## src/rtl/pov_spi_master_pkg.sv

```systemverilog
// ----------------------------------------------------------------------------
// pov_spi_master_pkg
// Shared constants and the FSM state type for the view-vector SPI master.
//   POV_FIXED_BITS  - fixed-point word width used for every view vector
//   POV_VALUE_COUNT - number of vector components in one frame
//   pov_state_e     - transmitter FSM states
// ----------------------------------------------------------------------------
package pov_spi_master_pkg;

    localparam int POV_FIXED_BITS  = 20;
    localparam int POV_VALUE_COUNT = 6;

    localparam logic [2:0] POV_ST_IDLE  = 3'd0;
    localparam logic [2:0] POV_ST_LEAD  = 3'd1;
    localparam logic [2:0] POV_ST_SHIFT = 3'd2;
    localparam logic [2:0] POV_ST_TRAIL = 3'd3;
    localparam logic [2:0] POV_ST_GAP   = 3'd4;

    typedef enum logic [2:0] {
        ST_IDLE  = POV_ST_IDLE,
        ST_LEAD  = POV_ST_LEAD,
        ST_SHIFT = POV_ST_SHIFT,
        ST_TRAIL = POV_ST_TRAIL,
        ST_GAP   = POV_ST_GAP
    } pov_state_e;

endpackage

```

## src/rtl/pov_spi_master_timer.sv

```systemverilog
// ----------------------------------------------------------------------------
// spi_half_period_timer
// Counts 0..CLK_DIV-1 and flags the last count of each SPI half period.
//   clk       in  system clock
//   reset     in  synchronous, active-high reset
//   i_restart in  hold the counter at zero (asserted while the FSM is idle)
//   o_tick    out high during the final cycle of a half period
// ----------------------------------------------------------------------------
module spi_half_period_timer #(
    parameter int CLK_DIV = 4
) (
    input  logic clk,
    input  logic reset,
    input  logic i_restart,
    output logic o_tick
);

    localparam int CW = (CLK_DIV > 1) ? $clog2(CLK_DIV) : 1;
    localparam logic [CW-1:0] LAST = CW'(CLK_DIV - 1);

    logic [CW-1:0] r_cnt;

    // NOTE: sequential state always uses non-blocking assignments so every
    // flop samples the pre-edge value regardless of statement order.
    always_ff @(posedge clk) begin
        if (reset || i_restart) begin
            r_cnt <= '0;
        end else if (r_cnt == LAST) begin
            r_cnt <= '0;
        end else begin
            r_cnt <= r_cnt + 1'b1;
        end
    end

    // Every FSM transition happens on a tick, so the natural wrap to zero
    // doubles as the restart on each state entry after LEAD.
    assign o_tick = (r_cnt == LAST);

endmodule

```

## src/rtl/pov_spi_master.sv

```systemverilog
// ----------------------------------------------------------------------------
// pov_spi_master
// Serialises six view vectors into one framed SPI mode-0 transaction:
// playerX, playerY, facingX, facingY, vplaneX, vplaneY, each MSB first.
//   clk            in  system clock
//   reset          in  synchronous, active-high reset
//   i_start        in  send request, sampled only while idle
//   i_frame_tick   in  auto-send trigger (only with POV_SPI_AUTO_EN)
//   i_playerX..i_vplaneY in  vector components, latched on accepted start
//   o_busy         out frame in progress
//   o_done         out one-cycle pulse at the end of the inter-frame gap
//   o_sclk         out SPI clock, idles low
//   o_mosi         out SPI data
//   o_ss_n         out active-low slave select
// Optional feature macro: POV_SPI_AUTO_EN (frame-tick triggered sends with a
// single collapsed pending request while busy).
// ----------------------------------------------------------------------------
module pov_spi_master
    import pov_spi_master_pkg::*;
#(
    parameter int VALUE_BITS = POV_FIXED_BITS,
    parameter int CLK_DIV    = 4
) (
    input  logic                  clk,
    input  logic                  reset,
    input  logic                  i_start,
`ifdef POV_SPI_AUTO_EN
    input  logic                  i_frame_tick,
`endif
    input  logic [VALUE_BITS-1:0] i_playerX,
    input  logic [VALUE_BITS-1:0] i_playerY,
    input  logic [VALUE_BITS-1:0] i_facingX,
    input  logic [VALUE_BITS-1:0] i_facingY,
    input  logic [VALUE_BITS-1:0] i_vplaneX,
    input  logic [VALUE_BITS-1:0] i_vplaneY,
    output logic                  o_busy,
    output logic                  o_done,
    output logic                  o_sclk,
    output logic                  o_mosi,
    output logic                  o_ss_n
);

    localparam int N   = POV_VALUE_COUNT * VALUE_BITS;
    localparam int BCW = $clog2(N + 1);
    localparam logic [BCW-1:0] LAST_BIT = BCW'(N - 1);

    pov_state_e     r_state;
    logic [N-1:0]   r_shift;
    logic [BCW-1:0] r_bit_cnt;
    logic           r_phase;   // 0: low half of a bit, 1: high half
    logic           r_busy;
    logic           r_done;
    logic           r_sclk;
    logic           r_mosi;
    logic           r_ss_n;

    logic           w_tick;
    logic           w_restart;
    logic           w_go;
    logic [N-1:0]   w_frame;

    assign w_frame   = {i_playerX, i_playerY, i_facingX, i_facingY, i_vplaneX, i_vplaneY};
    assign w_restart = (r_state == ST_IDLE);

`ifdef POV_SPI_AUTO_EN
    logic r_pending;
    assign w_go = i_start | i_frame_tick | r_pending;
`else
    assign w_go = i_start;
`endif

    spi_half_period_timer #(
        .CLK_DIV (CLK_DIV)
    ) u_timer (
        .clk       (clk),
        .reset     (reset),
        .i_restart (w_restart),
        .o_tick    (w_tick)
    );

    always_ff @(posedge clk) begin
        if (reset) begin
            r_state   <= ST_IDLE;
            // NOTE: the shift register is reset too; it is a single datapath
            // register, not a memory array, and clearing it keeps idle state
            // fully deterministic.
            r_shift   <= '0;
            r_bit_cnt <= '0;
            r_phase   <= 1'b0;
            r_busy    <= 1'b0;
            r_done    <= 1'b0;
            r_sclk    <= 1'b0;
            r_mosi    <= 1'b0;
            r_ss_n    <= 1'b1;
`ifdef POV_SPI_AUTO_EN
            r_pending <= 1'b0;
`endif
        end else begin
            r_done <= 1'b0;
`ifdef POV_SPI_AUTO_EN
            // Any number of ticks during a frame collapse into one request.
            if (r_state != ST_IDLE && i_frame_tick) begin
                r_pending <= 1'b1;
            end
`endif
            case (r_state)
                ST_IDLE: begin
                    if (w_go) begin
                        r_shift   <= w_frame;
                        r_mosi    <= w_frame[N-1];
                        r_ss_n    <= 1'b0;
                        r_busy    <= 1'b1;
                        r_bit_cnt <= '0;
                        r_phase   <= 1'b0;
                        r_state   <= ST_LEAD;
`ifdef POV_SPI_AUTO_EN
                        r_pending <= 1'b0;
`endif
                    end
                end
                ST_LEAD: begin
                    if (w_tick) begin
                        r_state <= ST_SHIFT;
                    end
                end
                ST_SHIFT: begin
                    if (w_tick) begin
                        if (!r_phase) begin
                            r_sclk  <= 1'b1;
                            r_phase <= 1'b1;
                        end else begin
                            // Falling edge: data advances only while sclk is low.
                            r_sclk    <= 1'b0;
                            r_phase   <= 1'b0;
                            r_shift   <= r_shift << 1;
                            r_bit_cnt <= r_bit_cnt + 1'b1;
                            if (r_bit_cnt == LAST_BIT) begin
                                r_mosi  <= 1'b0;
                                r_state <= ST_TRAIL;
                            end else begin
                                r_mosi  <= r_shift[N-2];
                            end
                        end
                    end
                end
                ST_TRAIL: begin
                    if (w_tick) begin
                        r_ss_n  <= 1'b1;
                        r_state <= ST_GAP;
                    end
                end
                ST_GAP: begin
                    if (w_tick) begin
                        r_done  <= 1'b1;
                        r_busy  <= 1'b0;
                        r_state <= ST_IDLE;
                    end
                end
                default: begin
                    r_state <= ST_IDLE;
                end
            endcase
        end
    end

    assign o_busy = r_busy;
    assign o_done = r_done;
    assign o_sclk = r_sclk;
    assign o_mosi = r_mosi;
    assign o_ss_n = r_ss_n;

endmodule

```

## config.mk

```make
export PLATFORM = sky130hd
export DESIGN_NAME = pov_spi_master
export DESIGN_NICKNAME = d
export VERILOG_FILES = /design/src/rtl/pov_spi_master_pkg.sv /design/src/rtl/pov_spi_master_timer.sv /design/src/rtl/pov_spi_master.sv
export SDC_FILE = /design/constraint.sdc
export NUM_CORES = 1
export LEC_CHECK = 0
export CAP_MARGIN = 20
export CORE_MARGIN = 4
export CORE_UTILIZATION = 40
export DETAILED_ROUTE_END_ITERATION = 12
export PLACE_DENSITY_LB_ADDON = 0.25
export SLEW_MARGIN = 25
export SYNTH_ARGS = -nofsm -noshare
export SYNTH_HDL_FRONTEND = slang
export SYNTH_SLANG_ARGS = --single-unit
```

## constraint.sdc

```tcl
create_clock -name clk -period 2 [get_ports clk]
set_input_delay 0.4 -clock clk [delete_from_list [all_inputs] [get_ports clk]]
set_output_delay 0.4 -clock clk [all_outputs]
set_load 0.03 [all_outputs]
```

== After elaboration in Yosys (flattened, before gate mapping) ==
Index checks and enable logic that the tools add are counted.
Widths: inputs -> output; s select.

* Add/sub/neg operators: 2
* Equality and inequality tests: 13
* Mux-type cells: 31
* Bitwise operators: 1
* Reduce and logical (&&, ||, !) cells: 13

{| class="wikitable"
|+ Operators by type and width
! cell !! count
|-
| $mux 119 || 3
|-
| $pmux 119 s2 || 1
|-
| $mux 3 || 7
|-
| $mux 7 || 3
|-
| $pmux 3 s5 || 1
|-
| $pmux 7 s2 || 1
|-
| $mux 1 || 11
|-
| $reduce_and 3->1 || 3
|-
| $ne 2x1->1 const B || 4
|-
| $pmux 1 s2 || 4
|-
| $add 7x1->7 const B || 1
|-
| $eq 7x7->1 const B || 1
|-
| $reduce_and 7->1 || 1
|-
| $eq 3x2->1 const B || 2
|-
| $ne 2x2->1 const B || 3
|-
| $reduce_bool 2->1 || 3
|-
| $reduce_and 4->1 || 1
|-
| $reduce_or 2->1 || 2
|-
| $eq 3x1->1 const B || 1
|-
| $eq 3x3->1 const B || 1
|-
| $logic_not 3->1 || 1
|-
| $add 2x1->2 const B || 1
|-
| $eq 2x2->1 const B || 1
|-
| $reduce_and 2->1 || 1
|-
| other kinds (2) || 2
|}

* Bits in registers: 137
* Input port bits: 123
* Output and inout port bits: 5
* Logic and storage cells: 70

== Logic depth before layout (Yosys ltp) ==
* Word-level depth: 5
* Gate-level depth with buffers: 8
* Mapped depth without buffers: 5

== Hierarchy ==
A second synthesis with hierarchy kept.

* Cells, all modules: 620
* Area total of the unflattened synthesis: 6,805.3 um^2

{| class="wikitable"
|+ Modules (own cells, without submodules)
! module !! instances !! cells an instance !! area each (um^2)
|-
| pov_spi_master || 1 || 615 || 6,725.2
|-
| spi_half_period_timer || 1 || 5 || 80.1
|}

== Worst setup path after synthesis ==
Ideal clock, no wire load.

* Kind: reg2reg
* Start: register r_bit_cnt[0]
* End: register r_state[0]
* Data arrival time: 1.597 ns
* Data required time: 1.877 ns
* Path slack: 0.280 ns
* Cell stages (with the launch flop): 6
* Path buffers: 0
* Period minus slack after synthesis: 1.720 ns
* Cell sequence: dfxtp_1 > ha_1 > and4_1 > nand3_1 > a2111oi_0 > mux2_1

* Word-level cells in the longest chain between the ends: 3

{| class="wikitable"
|+ Ends and longest elaborated chain
! element !! line !! RTL
|-
| start: declaration || pov_spi_master.sv:49 || <nowiki>logic [BCW-1:0] r_bit_cnt;</nowiki>
|-
| start signal: assignment || pov_spi_master.sv:136 || <nowiki>r_bit_cnt <= r_bit_cnt + 1'b1;</nowiki>
|-
| $eq 7x7->1 || pov_spi_master.sv:137 || <nowiki>if (r_bit_cnt == LAST_BIT) begin</nowiki>
|-
| $ne 2x2->1 (no source line) || -- ||
|-
| $reduce_and 7->1 (no source line) || -- ||
|-
| end signal: assignment || pov_spi_master.sv:139 || <nowiki>r_state <= ST_TRAIL;</nowiki>
|-
| end signal: assignment || pov_spi_master.sv:149 || <nowiki>r_state <= ST_GAP;</nowiki>
|-
| end signal: assignment || pov_spi_master.sv:156 || <nowiki>r_state <= ST_IDLE;</nowiki>
|-
| end: declaration || pov_spi_master.sv:47 || <nowiki>pov_state_e r_state;</nowiki>
|}

No other way between the ends.
A chain may end at the register's enable or synchronous reset.

== Worst setup path in the final report ==
Ends and elaborated chain as after synthesis.

==> flow_summary.toml <==
[synth]
synth_most_common_cell = "dfxtp_1"
synth_edf_count = 0
synthFlopType = "dfxtp_1"
synth_nets = 752
ys_warn_count = 0
ys_top_cells_by_count = "dfxtp_1 (137), nor2_1 (127), a211oi_1 (121), mux2i_1 (118), buf_2 (29)"
netlist_instances = 627
yosysUniqueCellTypes = 41
yosysSeqAreaShare_pct = 45.0
avgSynthCellArea_um2 = 9.72
yosysTopAreaCell = "dfxtp_1"
async_flop_share_pct = 0
synth.area.top_cells = "dfxtp_1 (45%), mux2i_1 (19%), a211oi_1 (15%), nor2_1 (7.8%), buf_2 (2.4%)"
synth_top_area_share_pct = 45.0
ys_ff_latch = 137
syn_area_mm2 = 0.00610

[clocking]
cts-root-buf = "clkbuf_16"
clkLatencyLatePin_ns = 0.42
cts_setup_buffers = 0
clkTransAtPathRegs_ns = 0.05
htree_levels = 4
clockBufferDepth = 2
cts_buffers = 17
clkSinkCount = 137
cts_tree = "yes"

[critical_path]
cp_data_arrival_time_ns = 2.18
start_kind = "flop"
reg2reg_depth = 5
regToRegSetupSlack_ns = 0.11
reg2reg_from = "r_bit_cnt[0]$_SDFFE_PP0P_"
cp-end-kind = "flop"
required_ns = 2.29
path_class = "flop to flop"
crit_fanout = 4
rr_endpoint = "r_state[0]$_SDFFE_PP0P_"

[placement]
post-place-ws_ns = -0.0847
port_buffers = 127
dp_hpwl_um = 9320
place_inst = 903
gp_congestion = 0.792

[worst_hold_path]
hold_depth = 1
hold_end = "u_timer.r_cnt[0]$_SDFF_PP0_"
min_from = "u_timer.r_cnt[0]$_SDFF_PP0_"
hold_class = "flop to flop"

[layout]
antenna_cells = 0
syn2layout_area_growth_pct = 35.0
postLayoutCoreUtil_pct = 55.8
final_cells = 935
num-nets-final = 863
layout-drive-gt1-share_pct = 8.12

[route]
drcViolationCount = 0
vias = 4864
ant_nets = 0
drt_first_iter_violations = 191
drt-total-wl_um = 13500
firstDrtPassIters = 4
routed_via_density = 5.20
wl_per_cell_um = 14.4

[die]
die_area_mm2 = 0.0173
io_pins = 128
fp.dieH_um = 131
rows = 44
start_util_pct = 41.3
die-width_um = 131
core_mm2 = 0.0148

[timing]
rsz0062_at_grt = "false"
whs_ns = 0.423
period_needed_ns = 1.89
period_share_pct = 94.6
setup_viol = 0
hold_viol_final = 0
max_freq_mhz = 529
slew_headroom_pct = 65.8
worst_slack_ns = 0.109
fin_worst_skew_ns = 0.0111
worst-slew-pin-transition_ns = 0.513
slew_violations = 0

[power_and_ir_drop]
ir_drop_mv = 0.672
p_leak_nw = 2.77
power.density_mw_per_mm2 = 988

[job]
max_cap_viol_count = 0

[global_routing]
grt_pass1_vias = 4741
grt_pass1_wl_um = 22600
grt-ovfl-total = 0
grt_max_degree = 51
antenna_found_initial = 0
grtUsageTotal_pct = 15.7

[status]
status = "finished clean"
-- layout by cell type, fill, tap and decap left out, types with 5 or more instances in the layout --
| master | Yosys | final |
|---|---|---|
| dfxtp_1 | 137 | 137 |
| nor2_1 | 127 | 127 |
| clkdlybuf4s50_1 | 0 | 126 |
| a211oi_1 | 121 | 121 |
| mux2i_1 | 118 | 118 |
| clkbuf_16 | 0 | 17 |
| buf_12 | 0 | 15 |
| nand2_1 | 11 | 11 |
| buf_4 | 3 | 10 |
| nand3_1 | 6 | 6 |
| a21oi_1 | 5 | 5 |
-- repair_timing --
action                                  CTS  global route
resized for setup                         0             1
hold buffers                              0             0
endpoints found under the setup margin    0             1
endpoints found under the hold margin     0             0
-- report_power, final --
part / internal, mW / switching (mW) / leakage (nW)
registers: 3.18 / 0.245 / 1.13
clock network: 1.96 / 1.14 / 0.283
logic: 0.804 / 0.797 / 1.35
total: 5.95 / 2.18 / 2.77
-- area by class of cell --
class / count / area, µm²
clock buffer: 25 / 495
clock inverter: 7 / 90.1
fill: 1306 / 6530
inverter: 1 / 3.75
multi-input combinational: 430 / 3030
sequential: 137 / 2740
tap: 184 / 230
timing repair buffer: 151 / 1640
-- cells by family (layout without fill, tap and decap cells) --
family,Yosys count,count (layout),share of synthesized area (%)
flops,137,137,45.0
fa+ha+maj,2,2,0.410
buf+inv,60,184,5.58
compound gates,136,136,16.7
simple gates,168,168,12.0
xor+xnor,5,5,0.718
mux,119,119,19.6
-- per-layer routing --
| layer | vias to the layer above | global-route usage, % | share of wire (%) |
|---|---|---|---|
| met2 | 96 | 24.3 | 45 |
| met3 | 14 | 4.89 | 4.6 |
| met5 | - | 0 | 0 |
| met4 | 0 | 6.13 | 1.4 |
| li1 | 2513 | - | - |
| met1 | 2241 | 20.6 | 49 |
-- stage by stage --
| stage | instance area [µm²] | setup TNS [ns] | total power, mW |
|---|---|---|---|
| floorplan | 6100 | 0 | 4.48 |
| global placement | 7640 | -0.000447 | 5.01 |
| detailed placement | 7640 | -1.76 | 5.09 |
| CTS | 8230 | 0 | 8.21 |
| global route | 8230 | 0 | 8.58 |
| finish | 8230 | 0 | 8.13 |
-- worst max-delay path: stages, from the launching register on --
cell and delay [ns]:
dfxtp_1 0.36, ha_1 0.20, and4_1 0.27, nand3_1 0.10, a2111oi_1 0.48, mux2_1 0.37
-- state kept, by name, indices dropped and copies added (netlist names), 2 cells and up --
signal         flops
r_shift          119
r_bit_cnt          7
r_state            3
u_timer.r_cnt      2
-- how the worst max path moves through the flow --
stage | from | end | slack [ns] | cells after the start
2_1_floorplan | r_bit_cnt[0]$_SDFFE_PP0P_ | r_state[0]$_SDFFE_PP0P_ | 0.28 | 5
3_3_place_gp | i_start | r_bit_cnt[5]$_SDFFE_PP0P_ | -0.0004 | 5
3_5_place_dp | i_start | r_shift[62]$_SDFFE_PP0P_ | -0.08 | 7
4_1_cts | o_busy$_SDFFE_PP0P_ | o_busy | 0.09 | 1
5_1_grt | r_bit_cnt[1]$_SDFFE_PP0P_ | r_state[0]$_SDFFE_PP0P_ | 0.02 | 5
6_report | r_bit_cnt[0]$_SDFFE_PP0P_ | r_state[0]$_SDFFE_PP0P_ | 0.11 | 5
No activity file was read; power rests on OpenSTA's default activity.
